### config.mk
export PLATFORM = sky130hd
export DESIGN_NAME = farrow_interpolator
export DESIGN_NICKNAME = d
export VERILOG_FILES = /design/src/rtl/farrow_interpolator.sv
export SDC_FILE = /design/constraint.sdc
export NUM_CORES = 2
export LEC_CHECK = 0
export BUFFER_PORTS_ARGS = -buffer_cell sky130_fd_sc_hd__clkbuf_2
export CORE_AREA = 2 2 223 225
export DETAILED_ROUTE_END_ITERATION = 10
export DIE_AREA = 0 0 225 227
export GPL_TIMING_DRIVEN = 0
export PLACE_DENSITY = 0.79
export SETUP_SLACK_MARGIN = 0.4
export SYNTH_ARGS = -nofsm -noshare
export SYNTH_HDL_FRONTEND = slang
export SYNTH_SLANG_ARGS = --single-unit
### constraint.sdc
create_clock -name clk -period 9.9 [get_ports clk]
set_clock_uncertainty 0.1 [all_clocks]
set_input_delay 0.99 -clock clk [delete_from_list [all_inputs] [get_ports clk]]
set_output_delay 0.99 -clock clk [all_outputs]
set_load 0.01 [all_outputs]
### src/rtl/farrow_interpolator.sv
// Piecewise-parabolic (alpha = 0.5) Farrow interpolator: 4-tap delay line,
// fill-gated strobe acceptance and a 3-stage Horner pipeline with output saturation.
module farrow_interpolator #(
  parameter int DATA_WIDTH = 16,
  parameter int MU_WIDTH   = 16,
  parameter int MU_FRAC    = 14
) (
  input  logic                         clk,
  input  logic                         rst,
  input  logic signed [DATA_WIDTH-1:0] din,
  input  logic                         din_valid,
  input  logic                         mk,
  input  logic        [MU_WIDTH-1:0]   uk,
  output logic signed [DATA_WIDTH-1:0] dout,
  output logic                         dout_valid
);
  localparam int DW  = DATA_WIDTH;
  localparam int CW  = DW + 3;
  localparam int TW  = DW + 4;
  localparam int P1W = DW + 2 + MU_FRAC + 1;
  localparam int P2W = TW + MU_FRAC + 1;
  localparam int YW  = DW + 6;
  localparam logic signed [YW-1:0] Y_MAX = {{(YW-DW+1){1'b0}}, {(DW-1){1'b1}}};
  localparam logic signed [YW-1:0] Y_MIN = {{(YW-DW+1){1'b1}}, {(DW-1){1'b0}}};

  logic signed [DW-1:0] d0, d1, d2, d3;
  logic [2:0] fill;
  logic accept;

  assign accept = mk && din_valid && (fill == 3'd4);

  always_ff @(posedge clk) begin
    if (rst) begin
      d0   <= '0;
      d1   <= '0;
      d2   <= '0;
      d3   <= '0;
      fill <= '0;
    end else if (din_valid) begin
      d0 <= din;
      d1 <= d0;
      d2 <= d1;
      d3 <= d2;
      if (fill != 3'd4) fill <= fill + 3'd1;
    end
  end

  // Coefficients use the taps as they stood before this cycle's shift
  logic signed [CW-1:0] e0, e1, e2, e3, v1_full, v2_full;
  assign e0 = {{3{d0[DW-1]}}, d0};
  assign e1 = {{3{d1[DW-1]}}, d1};
  assign e2 = {{3{d2[DW-1]}}, d2};
  assign e3 = {{3{d3[DW-1]}}, d3};
  assign v1_full = (e1 <<< 1) + e1 - e0 - e2 - e3;
  assign v2_full = e0 - e1 - e2 + e3;

  logic [MU_FRAC-1:0] mu;
  assign mu = (|uk[MU_WIDTH-1:MU_FRAC]) ? {MU_FRAC{1'b1}} : uk[MU_FRAC-1:0];

  logic                 s1_valid;
  logic signed [DW-1:0] s1_v0;
  logic signed [DW+1:0] s1_v1, s1_v2;
  logic [MU_FRAC-1:0]   s1_mu;

  always_ff @(posedge clk) begin
    if (rst) begin
      s1_valid <= 1'b0;
      s1_v0    <= '0;
      s1_v1    <= '0;
      s1_v2    <= '0;
      s1_mu    <= '0;
    end else begin
      s1_valid <= accept;
      if (accept) begin
        s1_v0 <= d2;
        s1_v1 <= v1_full[CW-1:1];
        s1_v2 <= v2_full[CW-1:1];
        s1_mu <= mu;
      end
    end
  end

  logic signed [P1W-1:0] p1;
  logic signed [DW+2:0]  p1_hi;
  logic signed [TW-1:0]  t_next;
  assign p1     = $signed({{(MU_FRAC+1){s1_v2[DW+1]}}, s1_v2}) * $signed({{(DW+3){1'b0}}, s1_mu});
  assign p1_hi  = p1[P1W-1:MU_FRAC];
  assign t_next = $signed({p1_hi[DW+2], p1_hi}) + $signed({{2{s1_v1[DW+1]}}, s1_v1});

  logic                 s2_valid;
  logic signed [TW-1:0] s2_t;
  logic signed [DW-1:0] s2_v0;
  logic [MU_FRAC-1:0]   s2_mu;

  always_ff @(posedge clk) begin
    if (rst) begin
      s2_valid <= 1'b0;
      s2_t     <= '0;
      s2_v0    <= '0;
      s2_mu    <= '0;
    end else begin
      s2_valid <= s1_valid;
      if (s1_valid) begin
        s2_t  <= t_next;
        s2_v0 <= s1_v0;
        s2_mu <= s1_mu;
      end
    end
  end

  logic signed [P2W-1:0] p2;
  logic signed [TW:0]    p2_hi;
  logic signed [YW-1:0]  y;
  logic signed [DW-1:0]  y_sat;
  assign p2    = $signed({{(MU_FRAC+1){s2_t[TW-1]}}, s2_t}) * $signed({{(TW+1){1'b0}}, s2_mu});
  assign p2_hi = p2[P2W-1:MU_FRAC];
  assign y     = $signed({p2_hi[TW], p2_hi}) + $signed({{6{s2_v0[DW-1]}}, s2_v0});

  always_comb begin
    y_sat = y[DW-1:0];
    if (y > Y_MAX)      y_sat = Y_MAX[DW-1:0];
    else if (y < Y_MIN) y_sat = Y_MIN[DW-1:0];
  end

  // Floor shifts simply drop these low bits
  logic unused_bits;
  assign unused_bits = ^{v1_full[0], v2_full[0], p1[MU_FRAC-1:0], p2[MU_FRAC-1:0]};

  always_ff @(posedge clk) begin
    if (rst) begin
      dout       <= '0;
      dout_valid <= 1'b0;
    end else begin
      dout_valid <= s2_valid;
      if (s2_valid) dout <= y_sat;
    end
  end
endmodule

After elaboration in Yosys (flattened, before gate mapping)
Cells that the tools add are included.
- add/sub/neg operators: 10
- $mul: 2
- divide/modulo/power cells: 0
- $lt $le $gt $ge: 2
- equal/unequal tests: 2
- shift-type cells: 0
- muxes and demuxes: 3
- bitwise logic cells: 0
- reductions and logical operators: 4
- operators with widths (cell ; count):
    subtractor 19 x 16 -> 19 bit ; 2
    multiplier 20 x 15 -> 35 bit ; 1
    multiplier 18 x 15 -> 33 bit ; 1
    2-to-1 mux 16 bit ; 2
    adder 21 x 16 -> 22 bit ; 1
    > comparator 22 x 16 -> 1 bit (second input constant) ; 1
    less-than comparator 22 x 16 -> 1 bit (second input constant) ; 1
    adder 19 x 18 -> 20 bit ; 1
    adder 18 x 16 -> 19 bit ; 1
    subtractor 18 x 16 -> 19 bit ; 1
    adder 17 x 16 -> 18 bit ; 1
    subtractor 17 x 16 -> 18 bit ; 1
    subtractor 16 x 16 -> 17 bit ; 1
    2-to-1 mux 14 bit ; 1
    adder 3 x 1 -> 3 bit (second input constant) ; 1
    == test 3 bit (second input constant) ; 1
    != test 3 bit (second input constant) ; 1
    logical AND 1 bit ; 2
    AND reduction 2 bit ; 1
    OR reduction 2 bit ; 1
- register bits after elaboration: 202
- bits in latches: 0
- memory bits (writable): 0
- ROM bits: 0
- bits of input ports: 36
- output and inout port bits: 17
- word-level logic and storage cells: 39
- memories: 0

Longest topological paths before layout
- word-level depth: 5
- gate-level depth with buffers: 38
- depth with buffers taken out: 35

Least setup slack after synthesis
No wires, ideal clock.
- path kind: register to register
- from: register s2_mu[0]
- to: register dout[3]
- setup time: 119 ps
- arrival time: 8327 ps
- data required time: 9681 ps
- slack: 1353 ps
- cell stages (with the launch flop): 36
- path buffers: 3
- period minus slack after synthesis: 8547 ps
- path through: dfxtp_1 clkbuf_1 clkbuf_1 and2_1 fa_1 inv_1 fa_1 inv_1 fa_1 inv_1 fa_1 inv_1 fa_1 fa_1 ha_1 a211oi_1 o21a_1 o32ai_1 o2111ai_1 nand3b_1 o22a_1 and3_1 o41ai_1 xnor2_1 ha_1 a21o_1 a21o_1 a21o_1 o21ai_0 nand3b_1 a211oi_1 nor2_1 nor4_2 buf_2 a31oi_1 o2bb2ai_1
- word-level cells in the longest chain between the ends: 5
- elaborated cells between the ends (all ways): 6
- those cells by class: add/sub: 1; mul: 1; order compare: 2; mux: 2
- ends and longest elaborated chain (what ; RTL line ; text):
    start: declaration ; 93 ; logic [MU_FRAC-1:0] s2_mu;
    start signal: assignment ; 106 ; s2_mu <= s1_mu;
    multiplier 20 x 15 -> 35 bit (*) ; 115 ; assign p2 = $signed({{(MU_FRAC+1){s2_t[TW-1]}}, s2_t}) * $signed({{(TW+1){1'b0}}, s2_mu});
    adder 21 x 16 -> 22 bit (*) ; 117 ; assign y = $signed({p2_hi[TW], p2_hi}) + $signed({{6{s2_v0[DW-1]}}, s2_v0});
    less-than comparator 22 x 16 -> 1 bit ; 122 ; else if (y < Y_MIN) y_sat = Y_MIN[DW-1:0];
    2-to-1 mux 16 bit ; 122 ;
    2-to-1 mux 16 bit (*) ; 121 ; if (y > Y_MAX) y_sat = Y_MAX[DW-1:0];
    end signal: assignment ; 135 ; if (s2_valid) dout <= y_sat;
    end: declaration ; 14 ; output logic signed [DATA_WIDTH-1:0] dout,
Mark *: on every way between the ends. The rest lies on a longest branch, timed or not.
A chain may end at the register's enable or synchronous reset.

Final worst setup path
- from: register s2_mu[5]
- to: register dout[1]
The elaborated chain is that of the path after synthesis.

==> flow_metrics.py <==
metrics = {
    "run_status": {
        "run_status": "complete, no violations",
    },
    "layout": {
        "layout-area-overhead-vs-synth_pct": 6.652,
        "layout.nets": 4326,
        "antenna_cells_inserted": 0,
        "post_route_cells_drive_above_1_share_pct": 4.954,
    },
    "die": {
        "die_y_microns": 227,
        "dieArea_sq_mm": 0.05108,
        "ioPinCount": 53,
        "core-area_sq_mm": 0.04855,
        "dieWidth_microns": 225,
        "floorplan.initialDensity_pct": 63.78,
        "placement_rows": 81,
    },
    "hold_path": {
        "hp-class": "flop to flop",
    },
    "job": {
        "drv.max_cap_violation_count": 0,
    },
    "drt": {
        "post_drt_via_cell_ratio": 5.746,
        "via_count": 23520,
        "ant_nets": 0,
        "detailedRoute.firstIterationViolations": 1880,
        "drt-pass1-iter-count": 6,
        "post-route-drc-count": 0,
        "wl_per_cell_microns": 20.08,
        "finalWirelength_mm": 82.22,
    },
    "yosys": {
        "synth_edf_count": 0,
        "synth-seq-area-share_pct": 13.06,
        "syn_nets": 4244,
        "postSynthRegisterBits": 202,
        "post_synth_instance_area_sq_mm": 0.03096,
        "post_synth_main_area_contributors": "fa_1, dfxtp_1, ha_1",
        "synth.largest_area_cell": "fa_1",
        "syn-mean-instance-area_sq_um": 9.174,
        "synthesized_instance_count": 3375,
        "synth_warnings": 0,
        "share_of_the_synthesized_area_in_the_top_cell_type_pct": 38.02,
        "ys_dominant_reg_cell": "dfxtp_1",
        "synth-async-reset-ratio_pct": 0,
        "post_synth_num_cell_types": 66,
    },
    "critical_path": {
        "timing_worst_setup_path_type": "flop to flop",
        "critical_path_buf_inv_count": 6,
        "top_cell_by_count_worst_path": "fa_1",
        "timing.critical_path.max_delay_family": "adder cells",
        "worst_path_largest_cell_delay_ps": 550,
        "critical_path_peak_fanout": 10,
        "data_arrival_at_the_endpoint_of_the_critical_path_ps": 9650,
        "worst_setup_path_end_kind": "flop",
        "start_kind": "flop",
        "cp.required_ps": 10270,
        "slowest_stage_cell_on_the_critical_path": "fa_1",
    },
    "place": {
        "detailedPlacementHpwl_mm": 67.86,
        "routabilityCongestion": 0.9509,
        "placement.io_buffers": 51,
    },
    "clocking": {
        "clkTransAtPathRegs_ps": 70,
        "clkSinkCount": 202,
        "clockRootBuffer": "clkbuf_16",
        "worst_skew_pair.late_latency_ps": 550,
        "cts-root-to-sink-buffers": 3,
        "htree_num_levels": 1,
        "post_cts_hold_buffer_count": 0,
        "cts_made_buffers": 22,
        "cts_tree": "built",
    },
    "power_and_ir_drop": {
        "power_density_mw_per_mm2": 64.47,
        "p_leak_nw": 15.99,
        "worst_ir_drop_on_vdd_mv": 0.1472,
    },
    "global_routing": {
        "global_route_wire_length_before_repair_mm": 132.0,
        "grt_antenna_before_repair": 0,
        "globalRoute.totalOverflow": 0,
        "grt_pass1_vias": 25330,
        "grt_use_total_pct": 33.32,
        "largest_net_degree_at_the_start_of_global_routing": 15,
    },
    "sta": {
        "timing.final.max_slew_violations": 0,
        "relSlewSlack_pct": 38.87,
        "grt_setup_unrepaired": "no",
        "setup_violations": 0,
        "sum_neg_setup_slack_ps": 0,
        "holdWs_ps": 358.6,
        "max_clock_freq_mhz": 107.8,
        "tightest_slew_ps": 916.9,
        "timing_hold_violations_final": 0,
        "fin_crit_sh_pct": 93.66,
        "finalWorstPathRequiredPeriod_ps": 9272,
    },
}
## cells by family (layout without fill, tap and decap cells)
logic type	count (synthesis)	after routing	share of synthesized area, %
and+or+nand+nor	1001	1001	15.62
buffers and inverters	784	881	9.533
AOI/OAI and AO/OA	334	334	7.173
xor gates and xnor gates	111	111	3.140
DFF	202	202	13.06
muxes	110	110	3.556
adders and majority gates	833	833	47.92
## per-stage QoR
stage          power [mW]  instances  area (sq um)  utilization (%)  setup slack, ps
2_1_floorplan       1.171       3375         30960                -             1353
3_3_place_gp        1.299       4048         32000            65.91            137.1
3_5_place_dp        1.312       4048         32000            65.91           -148.3
4_1_cts             2.125       4087         32750            67.47            418.9
5_1_grt             2.208       4094         33020            68.02            390.6
6_report            2.129       4094         33020            68.02            627.6
## placed cells by master (no fill, tap or decap), types with 4 or more instances in the layout
cell type / Yosys / layout
inv_1: 631 / 631
fa_1: 588 / 588
nand2_1: 344 / 344
and2_1: 306 / 306
ha_1: 245 / 242
nor2_1: 223 / 221
dfxtp_1: 202 / 201
clkbuf_1: 145 / 120
a21oi_1: 117 / 114
mux2i_1: 110 / 110
xnor2_1: 86 / 81
clkbuf_2: 0 / 75
o21ai_0: 43 / 42
nor3_1: 34 / 34
a21o_1: 33 / 33
xor2_1: 25 / 24
o21bai_1: 24 / 24
clkbuf_16: 0 / 22
o21a_1: 18 / 18
nand3_1: 16 / 16
a211oi_1: 18 / 16
nand2b_1: 15 / 15
nor2b_1: 13 / 13
o31ai_1: 12 / 12
a311o_1: 12 / 12
or3_1: 11 / 11
a31oi_1: 11 / 9
nand4_1: 7 / 7
buf_4: 0 / 7
nand3b_1: 6 / 6
buf_1: 6 / 6
o31ai_2: 6 / 6
and4_1: 5 / 5
xnor2_2: 0 / 5
clkinv_2: 0 / 5
and3_1: 5 / 4
o2bb2ai_1: 4 / 4
## what timing repair did
action,4_1_cts,5_1_grt
buffers inserted,0,5
pin swaps,1,10
resized for setup,17,86
cloned,0,2
setup endpoints to repair,15,20
## synth_stat cells (3+ instances only)
cell	instances
inv_1	631
fa_1	588
nand2_1	344
and2_1	306
ha_1	245
nor2_1	223
dfxtp_1	202
clkbuf_1	145
a21oi_1	117
mux2i_1	110
xnor2_1	86
o21ai_0	43
nor3_1	34
a21o_1	33
xor2_1	25
o21bai_1	24
a211oi_1	18
o21a_1	18
nand3_1	16
nand2b_1	15
nor2b_1	13
a311o_1	12
o31ai_1	12
a31oi_1	11
or3_1	11
nand4_1	7
buf_1	6
nand3b_1	6
o31ai_2	6
and3_1	5
and4_1	5
o2bb2ai_1	4
o41ai_1	4
a21boi_0	3
a311oi_1	3
o2111ai_1	3
o211ai_1	3
## worst reg2reg max path, delay by kind of cell (launching register included)
| family | cells | cell delay [ps] |
|---|---|---|
| AND/OR/NAND/NOR | 7 | 1550 |
| flip-flops | 1 | 390 |
| buffers and inverters | 6 | 960 |
| AO/OA/AOI/OAI | 11 | 2350 |
| XOR/XNOR | 2 | 390 |
| adder cells (fa/ha/maj) | 8 | 3460 |
## final timing paths
check        slack (ps)  depth (start not counted)                     end              startpoint
max                 630                         34    dout[1]$_SDFFE_PP0P_   s2_mu[5]$_SDFFE_PP0P_
min reg2reg         360                          2  s1_v0[10]$_SDFFE_PP0P_  s1_v0[10]$_SDFFE_PP0P_
max reg2reg         630                         34    dout[1]$_SDFFE_PP0P_   s2_mu[5]$_SDFFE_PP0P_
min                 360                          2  s1_v0[10]$_SDFFE_PP0P_  s1_v0[10]$_SDFFE_PP0P_
## flip-flops by register name, indices dropped and copies added, names as in the netlist, 3 cells and up
register	count
d0	16
d1	16
d2	16
d3	16
dout	16
fill	3
s1_mu	14
s1_v0	16
s1_v1	18
s1_v2	18
s2_mu	14
s2_t	20
s2_v0	16
## report_power, final
group          total [mW]  internal [mW]  leakage, nW  switching, mW
combinational       0.468          0.188         14.0          0.280
sequential          0.839          0.822         1.63         0.0170
clock               0.822          0.450        0.343          0.372
total                2.13           1.46         16.0          0.669
## layer usage
layer / vias to the layer above / GRT usage (%) / wire length, microns
met5: - / 0 / 0
li1: 10530 / - / -
met3: 226 / 4.027 / 5822
met1: 11880 / 42.26 / 32020
met2: 892 / 58.13 / 40510
met4: 0 / 14.06 / 3870
## final cells by class
class / count / area, sq um
tap: 622 / 778.2
inverter: 631 / 2369
multi-input combinational: 2389 / 24190
clock buffer: 28 / 583.1
timing repair buffer: 58 / 305.3
buffer: 153 / 636.9
fill: 3781 / 15520
sequential: 202 / 4045
clock inverter: 11 / 118.9
Power figures use the tool's default switching activity.
